$ cat config.mk
export PLATFORM = sky130hd
export DESIGN_NAME = control_sumador_nibble
export DESIGN_NICKNAME = d
export VERILOG_FILES = /design/src/rtl/control_sumador_nibble_pkg.sv /design/src/rtl/sumador_nibble.sv /design/src/rtl/control_sumador_nibble.sv
export SDC_FILE = /design/constraint.sdc
export NUM_CORES = 1
export LEC_CHECK = 0
export ABC_AREA = 1
export ABC_CLOCK_PERIOD_IN_PS = 5110
export BUFFER_PORTS_ARGS = -buffer_cell sky130_fd_sc_hd__buf_2
export CORE_AREA = 8 8 74 76
export CTS_CLUSTER_DIAMETER = 200
export CTS_CLUSTER_SIZE = 25
export DETAILED_ROUTE_END_ITERATION = 8
export DIE_AREA = 0 0 82 84
export RECOVER_POWER = 50
export SLEW_MARGIN = 20
export SYNTH_ARGS = -nofsm -noshare
export SYNTH_HDL_FRONTEND = slang
export SYNTH_SLANG_ARGS = --single-unit
export TNS_END_PERCENT = 20
$ cat constraint.sdc
create_clock -name clk -period 5.11 [get_ports clk]
set_input_delay 1.2775 -clock clk [delete_from_list [all_inputs] [get_ports clk]]
set_output_delay 1.2775 -clock clk [all_outputs]
set_load 0.005 [all_outputs]
$ cat src/rtl/control_sumador_nibble_pkg.sv
// rtl/control_sumador_nibble_pkg.sv - shared types and helpers for the nibble-serial adder
package pkg_sumador;

  typedef enum logic [1:0] {
    IDLE  = 2'd0,
    SUMA  = 2'd1,
    LISTO = 2'd2
  } estado_t;

  localparam int NIBBLE_W = 4;

  // Ceiling log2, used to size the nibble counter.
  function automatic int clog2(input int n);
    int r;
    int v;
    r = 0;
    v = 1;
    while (v < n) begin
      v = v * 2;
      r = r + 1;
    end
    return r;
  endfunction

endpackage

$ cat src/rtl/sumador_nibble.sv
// rtl/sumador_nibble.sv - 4-bit combinational ripple adder with carry in/out
module sumador_nibble (
  input  logic [3:0] a,
  input  logic [3:0] b,
  input  logic       cin,
  output logic [3:0] s,
  output logic       cout
);

  // Plain 5-bit sum; the top bit is the nibble carry-out.
  always_comb begin
    {cout, s} = {1'b0, a} + {1'b0, b} + {4'b0000, cin};
  end

endmodule

$ cat src/rtl/control_sumador_nibble.sv
// rtl/control_sumador_nibble.sv - W-bit add/subtract sequenced one nibble per clock
module control_sumador_nibble
  import pkg_sumador::*;
#(
  parameter int W = 8
) (
  input  logic         clk,
  input  logic         rst,
  input  logic         in_valid,
  output logic         in_ready,
  input  logic [W-1:0] a,
  input  logic [W-1:0] b,
  input  logic         ci,
  input  logic         resta,
  output logic         out_valid,
  input  logic         out_ready,
  output logic [W-1:0] suma,
  output logic         co,
  output logic         ov,
  output logic         ocupado
);

  localparam int NIB = W / NIBBLE_W;
  localparam int CW  = (clog2(NIB) < 1) ? 1 : clog2(NIB);

  if ((W % NIBBLE_W) != 0 || W < NIBBLE_W) begin : g_w_invalid
    $error("control_sumador_nibble: W must be a multiple of 4 and >= 4");
  end

  estado_t                estado_q, estado_d;
  logic [CW-1:0]          cnt_q, cnt_d;
  logic                   carry_q, carry_d;
  logic [NIB-1:0][3:0]    a_q, a_d;
  logic [NIB-1:0][3:0]    b_q, b_d;
  logic [NIB-1:0][3:0]    suma_q, suma_d;
  logic                   co_q, co_d;
  logic                   ov_q, ov_d;

  logic [3:0] a_nib;
  logic [3:0] b_nib;
  logic [3:0] s_nib;
  logic       c4;
  logic       ultimo;

  // The single shared adder sees the nibble selected by the counter.
  assign a_nib  = a_q[cnt_q];
  assign b_nib  = b_q[cnt_q];
  assign ultimo = (cnt_q == CW'(NIB - 1));

  sumador_nibble u_nibble (
    .a    (a_nib),
    .b    (b_nib),
    .cin  (carry_q),
    .s    (s_nib),
    .cout (c4)
  );

  // Next-state logic: accept operands, ripple one nibble per cycle, hold result until taken.
  always_comb begin
    estado_d = estado_q;
    cnt_d    = cnt_q;
    carry_d  = carry_q;
    a_d      = a_q;
    b_d      = b_q;
    suma_d   = suma_q;
    co_d     = co_q;
    ov_d     = ov_q;
    case (estado_q)
      IDLE: begin
        if (in_valid) begin
          // Subtraction is A + ~B + 1, so ci only matters for addition.
          a_d      = a;
          b_d      = resta ? ~b : b;
          carry_d  = resta ? 1'b1 : ci;
          suma_d   = '0;
          cnt_d    = '0;
          estado_d = SUMA;
        end
      end
      SUMA: begin
        suma_d[cnt_q] = s_nib;
        carry_d       = c4;
        if (ultimo) begin
          co_d     = c4;
          ov_d     = (a_q[NIB-1][3] == b_q[NIB-1][3]) && (s_nib[3] != a_q[NIB-1][3]);
          cnt_d    = '0;
          estado_d = LISTO;
        end else begin
          cnt_d = cnt_q + CW'(1);
        end
      end
      LISTO: begin
        if (out_ready) begin
          estado_d = IDLE;
        end
      end
      default: begin
        estado_d = IDLE;
      end
    endcase
  end

  // State register with synchronous reset that drops any operation in flight.
  always_ff @(posedge clk) begin
    if (rst) begin
      estado_q <= IDLE;
      cnt_q    <= '0;
      carry_q  <= 1'b0;
      a_q      <= '0;
      b_q      <= '0;
      suma_q   <= '0;
      co_q     <= 1'b0;
      ov_q     <= 1'b0;
    end else begin
      estado_q <= estado_d;
      cnt_q    <= cnt_d;
      carry_q  <= carry_d;
      a_q      <= a_d;
      b_q      <= b_d;
      suma_q   <= suma_d;
      co_q     <= co_d;
      ov_q     <= ov_d;
    end
  end

  assign suma      = suma_q;
  assign co        = co_q;
  assign ov        = ov_q;
  assign in_ready  = (estado_q == IDLE);
  assign out_valid = (estado_q == LISTO);
  assign ocupado   = (estado_q != IDLE);

endmodule
==> results_dict.tcl, run 1 <==
set metrics [dict create \
    rsz0062_at_grt "false" \
    final.setup.tns_ns 0 \
    fin_crit_sh 0.473 \
    internal_power_mw 0.431 \
    cts_resized 0 \
    finalMaxSlewViolations 0 \
    clk_pin_slew_ns 0.06 \
    cts_buffers 5 \
    die_y_um 84 \
    globalRouteOverflowTotal 0 \
    min_to "b_q[0]$_SDFFE_PP0P_" \
    p_sw_mw 0.164 \
    synth_fa_ha_area_frac 0.0530 \
    nets 248 \
    synthCells 188 \
    setup_viol 0 \
    gp_congestion 0.768 \
    vdd_drop_max_mv 0.135 \
    hold_class "flop to flop" \
    r2r-end "carry_q$_SDFFE_PP0P_" \
    synthToLayoutAreaGrowth_pct 19.7 \
    reg2reg_slack_ns 2.87 \
    dieArea_um2 6890 \
    combPwrFrac 0.181 \
    grt_antenna_before_repair 0 \
    synth_compound_area_frac 0.182 \
    clock_sinks 30 \
    track_usage 0.101 \
    drt-total-wl_um 3140 \
    synthFlopType "dfxtp_1" \
    worst_pin_slew_ns 0.814 \
    finalInstanceArea_um2 1750 \
    numPortBuffers 34 \
    skew_ns 0.00133 \
    synth_area_leaders "dfxtp_1, nand2_1, a21oi_1" \
    start_util 0.343 \
    post-route-min-period_ns 2.41 \
    power.density_nw_per_um2 340 \
    seq_area_frac_synth 0.410 \
    num_vias 1232 \
    synth_most_common_cell "nand2_1" \
    rr_worst_depth 7 \
    dp_hpwl_um 2420 \
    drc 0 \
    htreeDepth 2 \
    seq_power_share 0.445 \
    post-route-util 0.411 \
    fill_cells 449 \
    cts_tree "built" \
    rows 24 \
    p_sw_frac 0.276 \
    syn_area_per_cell_um2 7.79 \
    crit_arrival_ns 2.56 \
    worstSetupStartpointType "primary input" \
    finalHoldViolations 0 \
    ys_warn_count 0 \
    max_freq_ghz 0.414 \
    worstSetupEndpointType "flop" \
    postRouteAntennaNets 0 \
    cp_max_fo 16 \
    r2r_start "cnt_q$_SDFFE_PP0P_" \
    cap_violations 0 \
    cts_hold_buf 0 \
    ctsRootBufferMaster "clkbuf_8" \
    dpl_cell_area_um2 1660 \
    grt_max_degree 25 \
    drt_first_pass_iters 4 \
    synth-edff-count 0 \
    antenna_cells 0 \
    grt_pass1_vias 1207 \
    pin_count 35 \
    synth_top_area_frac 0.410 \
    grt_pass1_wl_um 5380 \
    ys_types 26 \
    vias_per_cell 4.50 \
    ys_async_sr_fraction 0 \
    synth-xor-area-share 0.0538 \
    yosys.area.top_type "dfxtp_1" \
    synth_top_family_by_area "simple AND/OR/NAND/NOR gates" \
    holdPathStages 2 \
    synthTopCellsByCount "nand2_1, dfxtp_1, a21oi_1, o21ai_0, nor2_1" \
    leakage_nw 0.811 \
    clockBufferDepth 2 \
    clock_power_share 0.374 \
    syn-cell-area_um2 1460 \
    cts_setup_buffers 0 \
    syn-num-nets 215 \
    worstPathRequired_ns 5.25 \
    yosys_register_bits 30 \
    fp.dieW_um 82 \
    min_from "b_q[0]$_SDFFE_PP0P_" \
    wl_per_cell_um 11.5 \
    first_iter_violations 63 \
    drive_gt1_frac 0.252 \
    maxSlewHeadroom 0.457 \
    synthMuxAreaShare 0 \
    clock_insertion_delay_worst_skew_ns 0.28 \
    synthSimpleGateAreaFrac 0.217 \
    crit_type "primary input to flop" \
    fp.coreArea_um2 4260 \
    outcome "complete, no violations" \
]
## placed cells by master (no fill, tap or decap), drive strengths merged
master,Yosys,layout
nand2,37,37
o21ai,22,22
o211ai,1,1
xor2,6,6
fa,2,2
clkbuf,1,9
a21oi,21,21
dfxtp,30,30
buf,7,33
nor2,21,21
or2,1,1
a211oi,3,3
a31oi,1,1
ha,3,3
xnor2,3,3
inv,21,21
nand3,8,8
## power groups by stage
stage | Combinational (mW) | Sequential (mW) | Clock, mW
after floorplan | 0.0852 | 0.267 | 0
after global placement | 0.110 | 0.270 | 0
after detailed placement | 0.111 | 0.270 | 0
after CTS | 0.112 | 0.265 | 0.228
after global routing | 0.125 | 0.268 | 0.241
final | 0.108 | 0.265 | 0.223
## how the worst max path moves through the flow
stage,startpoint,to
6_report,rst,a_q[0]$_SDFFE_PP0P_
5_1_grt,in_valid,b_q[5]$_SDFFE_PP0P_
4_1_cts,estado_q[1]$_SDFFE_PP0P_,out_valid
3_5_place_dp,rst,a_q[0]$_SDFFE_PP0P_
3_3_place_gp,rst,a_q[4]$_SDFFE_PP0P_
2_1_floorplan,resta,carry_q$_SDFFE_PP0P_
## per-layer routing
metal	up-vias	track usage	wire length (um)
li1	674	-	-
met1	519	0.122	1560
met2	32	0.145	1290
met3	7	0.0366	234
met4	0	0.0623	68
met5	-	0	0
## sequential cells by signal (all words and copies together), names as in the netlist
register and flops:
cnt_q 1, co 1, b_q 8, estado_q 2, suma 8, carry_q 1, ov 1, a_q 8
## through the flow
step	worst slack (ns)	total power [mW]	hold slack, ns	cells
final	2.70	0.595	0.459	274
after global routing	2.55	0.633	0.479	274
after CTS	2.85	0.604	0.461	274
after detailed placement	2.89	0.381	0.450	266
after global placement	2.89	0.380	0.446	266
after floorplan	3.03	0.352	0.424	188
## worst max-delay path, stage by stage
cell and delay (ns):
clkbuf_1 0.60, inv_1 0.43, o21ai_0 0.19, a21oi_1 0.06
## layout make-up
class                      instances  area, um^2  area share
clock buffer                       8         110      0.0629
inverter                          21        78.8      0.0450
multi-input combinational        129         728       0.416
sequential                        30         601       0.343
tap                               52        65.1      0.0371
timing repair buffer              34         169      0.0964
## cells by family (layout without fill, tap and decap cells)
| group | count (synthesis) | in the layout |
|---|---|---|
| simple gates | 67 | 67 |
| compound gates | 48 | 48 |
| flops | 30 | 30 |
| buf+inv | 29 | 63 |
| xor+xnor | 9 | 9 |
| fa+ha+maj | 5 | 5 |
(Power assumes the default switching activity.)
==> run 2, diff against run 1 <==
- ABC_CLOCK_PERIOD_IN_PS: 5110 -> 2320
- clock period: 5.11 -> 2.32 ns (I/O delays scaled with it)
==> run 2 against run 1 <==
Clock skew grew 0.0028 ns. Via count hardly changed. Worst hold slack worse by 0.012 ns. Largest power group unchanged. Sequential cell count did not move. Critical path depth increased by 3. First-iteration DRC count is 11% lower.
==> results_dict.tcl, run 2 (synthesis results as in run 1) <==
set metrics [dict create \
    outcome "complete, no violations" \
    drc 0 \
    finalMaxSlewViolations 0 \
    grt_pass1_wl_um 5230 \
    grt_antenna_before_repair 0 \
    clock_sinks 30 \
    htreeDepth 2 \
    crit_arrival_ns 2.07 \
    r2r_start "cnt_q$_SDFFE_PP0P_" \
    hold_class "flop to flop" \
    setup_viol 0 \
    antenna_cells 0 \
    drt_first_pass_iters 4 \
    ctsRootBufferMaster "clkbuf_8" \
    finalHoldViolations 0 \
    wl_per_cell_um 11.5 \
    layout_commonest_cell "nand2_1" \
    rows 24 \
    gp_congestion 0.765 \
    dieArea_um2 6890 \
    leakage_nw 0.798 \
    skew_ns 0.00417 \
    post-route-min-period_ns 1.92 \
    first_iter_violations 56 \
    fp.dieW_um 82 \
    final_cell_mix "nand2_1, buf_2, dfxtp_1" \
    reg2reg_slack_ns 0.40 \
    postRouteAntennaNets 0 \
    worstSetupStartpointType "flop" \
    cts_setup_buffers 0 \
    crit_start "cnt_q$_SDFFE_PP0P_" \
    clockBufferDepth 2 \
    critPathMaxStageDelay_ns 0.45 \
    drt-total-wl_um 3160 \
    worst_pin_slew_ns 0.691 \
    cts_buffers 5 \
    vias_per_cell 4.49 \
    cp_max_fo 5 \
    worstPathRequired_ns 2.47 \
    fp.coreArea_um2 4260 \
    cts_hold_buf 0 \
    globalRouteOverflowTotal 0 \
    fin_crit_sh 0.826 \
    final.setup.tns_ns 0 \
    maxSlewHeadroom 0.538 \
    holdPathStages 2 \
    start_util 0.343 \
    numPortBuffers 34 \
    pin_count 35 \
    fill_cells 470 \
    cp_cell_sequence "o21ai_0 > fa_1 > fa_1 > nand3_1 > nand3_1 > o211ai_1 > a21oi_1" \
    power.density_nw_per_um2 701 \
    clk_pin_slew_ns 0.06 \
    track_usage 0.0979 \
    r2r-end "carry_q$_SDFFE_PP0P_" \
    cts_resized 0 \
    drive_gt1_frac 0.248 \
    worstSetupEndpointType "flop" \
    crit_type "flop to flop" \
    synthToLayoutAreaGrowth_pct 17.8 \
    clock_insertion_delay_worst_skew_ns 0.27 \
    grt_pass1_vias 1193 \
    grt_max_degree 25 \
    dp_hpwl_um 2450 \
    num_vias 1231 \
    rsz0062_at_grt "false" \
    rr_worst_depth 7 \
    die_y_um 84 \
    min_from "b_q[1]$_SDFFE_PP0P_" \
    cp_slowest_cell "fa_1" \
    p_total_mw 1.21 \
    path_delay_family "adder cells" \
    nets 249 \
    cap_violations 0 \
    vdd_drop_max_mv 0.318 \
    min_to "b_q[1]$_SDFFE_PP0P_" \
    max_freq_ghz 0.522 \
    critical_path_buf_inv_count 0 \
    cts_tree "built" \
]
==> run 2: cell count changes in the layout (fill, tap and decap cells not counted) <==
cell | previous run | this run
clkbuf_1 | 1 | 2
buf_2 | 33 | 34
clkbuf_8 | 8 | 5
nor2_4 | 2 | 1
a211oi_1 | 1 | 0
a211oi_2 | 2 | 3
buf_4 | 0 | 1
nor2_1 | 18 | 19
==> run 2: metal layers <==
layer  GRT usage  wire length (um)  up-vias
li1            -                 -      671
met1       0.122              1550      527
met2       0.141              1340       29
met3      0.0474               225        4
met4      0.0335                40        0
met5           0                 0        -
==> run 2: how the worst max path moves through the flow <==
stage	endpoint	slack (ns)	cells after the start
floorplan	carry_q$_SDFFE_PP0P_	0.32	9
global placement	carry_q$_SDFFE_PP0P_	0.49	7
detailed placement	carry_q$_SDFFE_PP0P_	0.43	7
CTS	carry_q$_SDFFE_PP0P_	0.41	7
global route	b_q[4]$_SDFFE_PP0P_	0.27	5
finish	carry_q$_SDFFE_PP0P_	0.40	7
==> run 2: area by class of cell <==
| cell class | instances | area (um^2) | area share |
|---|---|---|---|
| Multi-Input combinational cell | 129 | 726 | 0.421 |
| Sequential cell | 30 | 601 | 0.348 |
| Timing Repair Buffer | 35 | 178 | 0.103 |
| Inverter | 21 | 78.8 | 0.0457 |
| Clock buffer | 7 | 76.3 | 0.0443 |
| Tap cell | 52 | 65.1 | 0.0377 |
==> run 2: through the flow <==
stage / setup slack (ns) / hold slack, ns / std cells / utilization / area (um^2)
after floorplan: 0.317 / 0.424 / 188 / - / 1460
after global placement: 0.486 / 0.435 / 267 / 0.390 / 1660
after detailed placement: 0.432 / 0.441 / 267 / 0.390 / 1660
after CTS: 0.406 / 0.450 / 274 / 0.408 / 1740
after global routing: 0.266 / 0.473 / 274 / 0.404 / 1720
final: 0.403 / 0.447 / 274 / 0.404 / 1720
==> run 2: report_power, final <==
part           switching (mW)  internal (mW)
Clock                   0.175          0.206
Combinational           0.153         0.0973
Sequential             0.0204          0.556
==> run 2: worst reg2reg max path: stages (launching register included) <==
cell	delay [ns]
dfxtp_1	0.39
o21ai_0	0.14
fa_1	0.45
fa_1	0.43
nand3_1	0.13
nand3_1	0.09
o211ai_1	0.09
a21oi_1	0.08
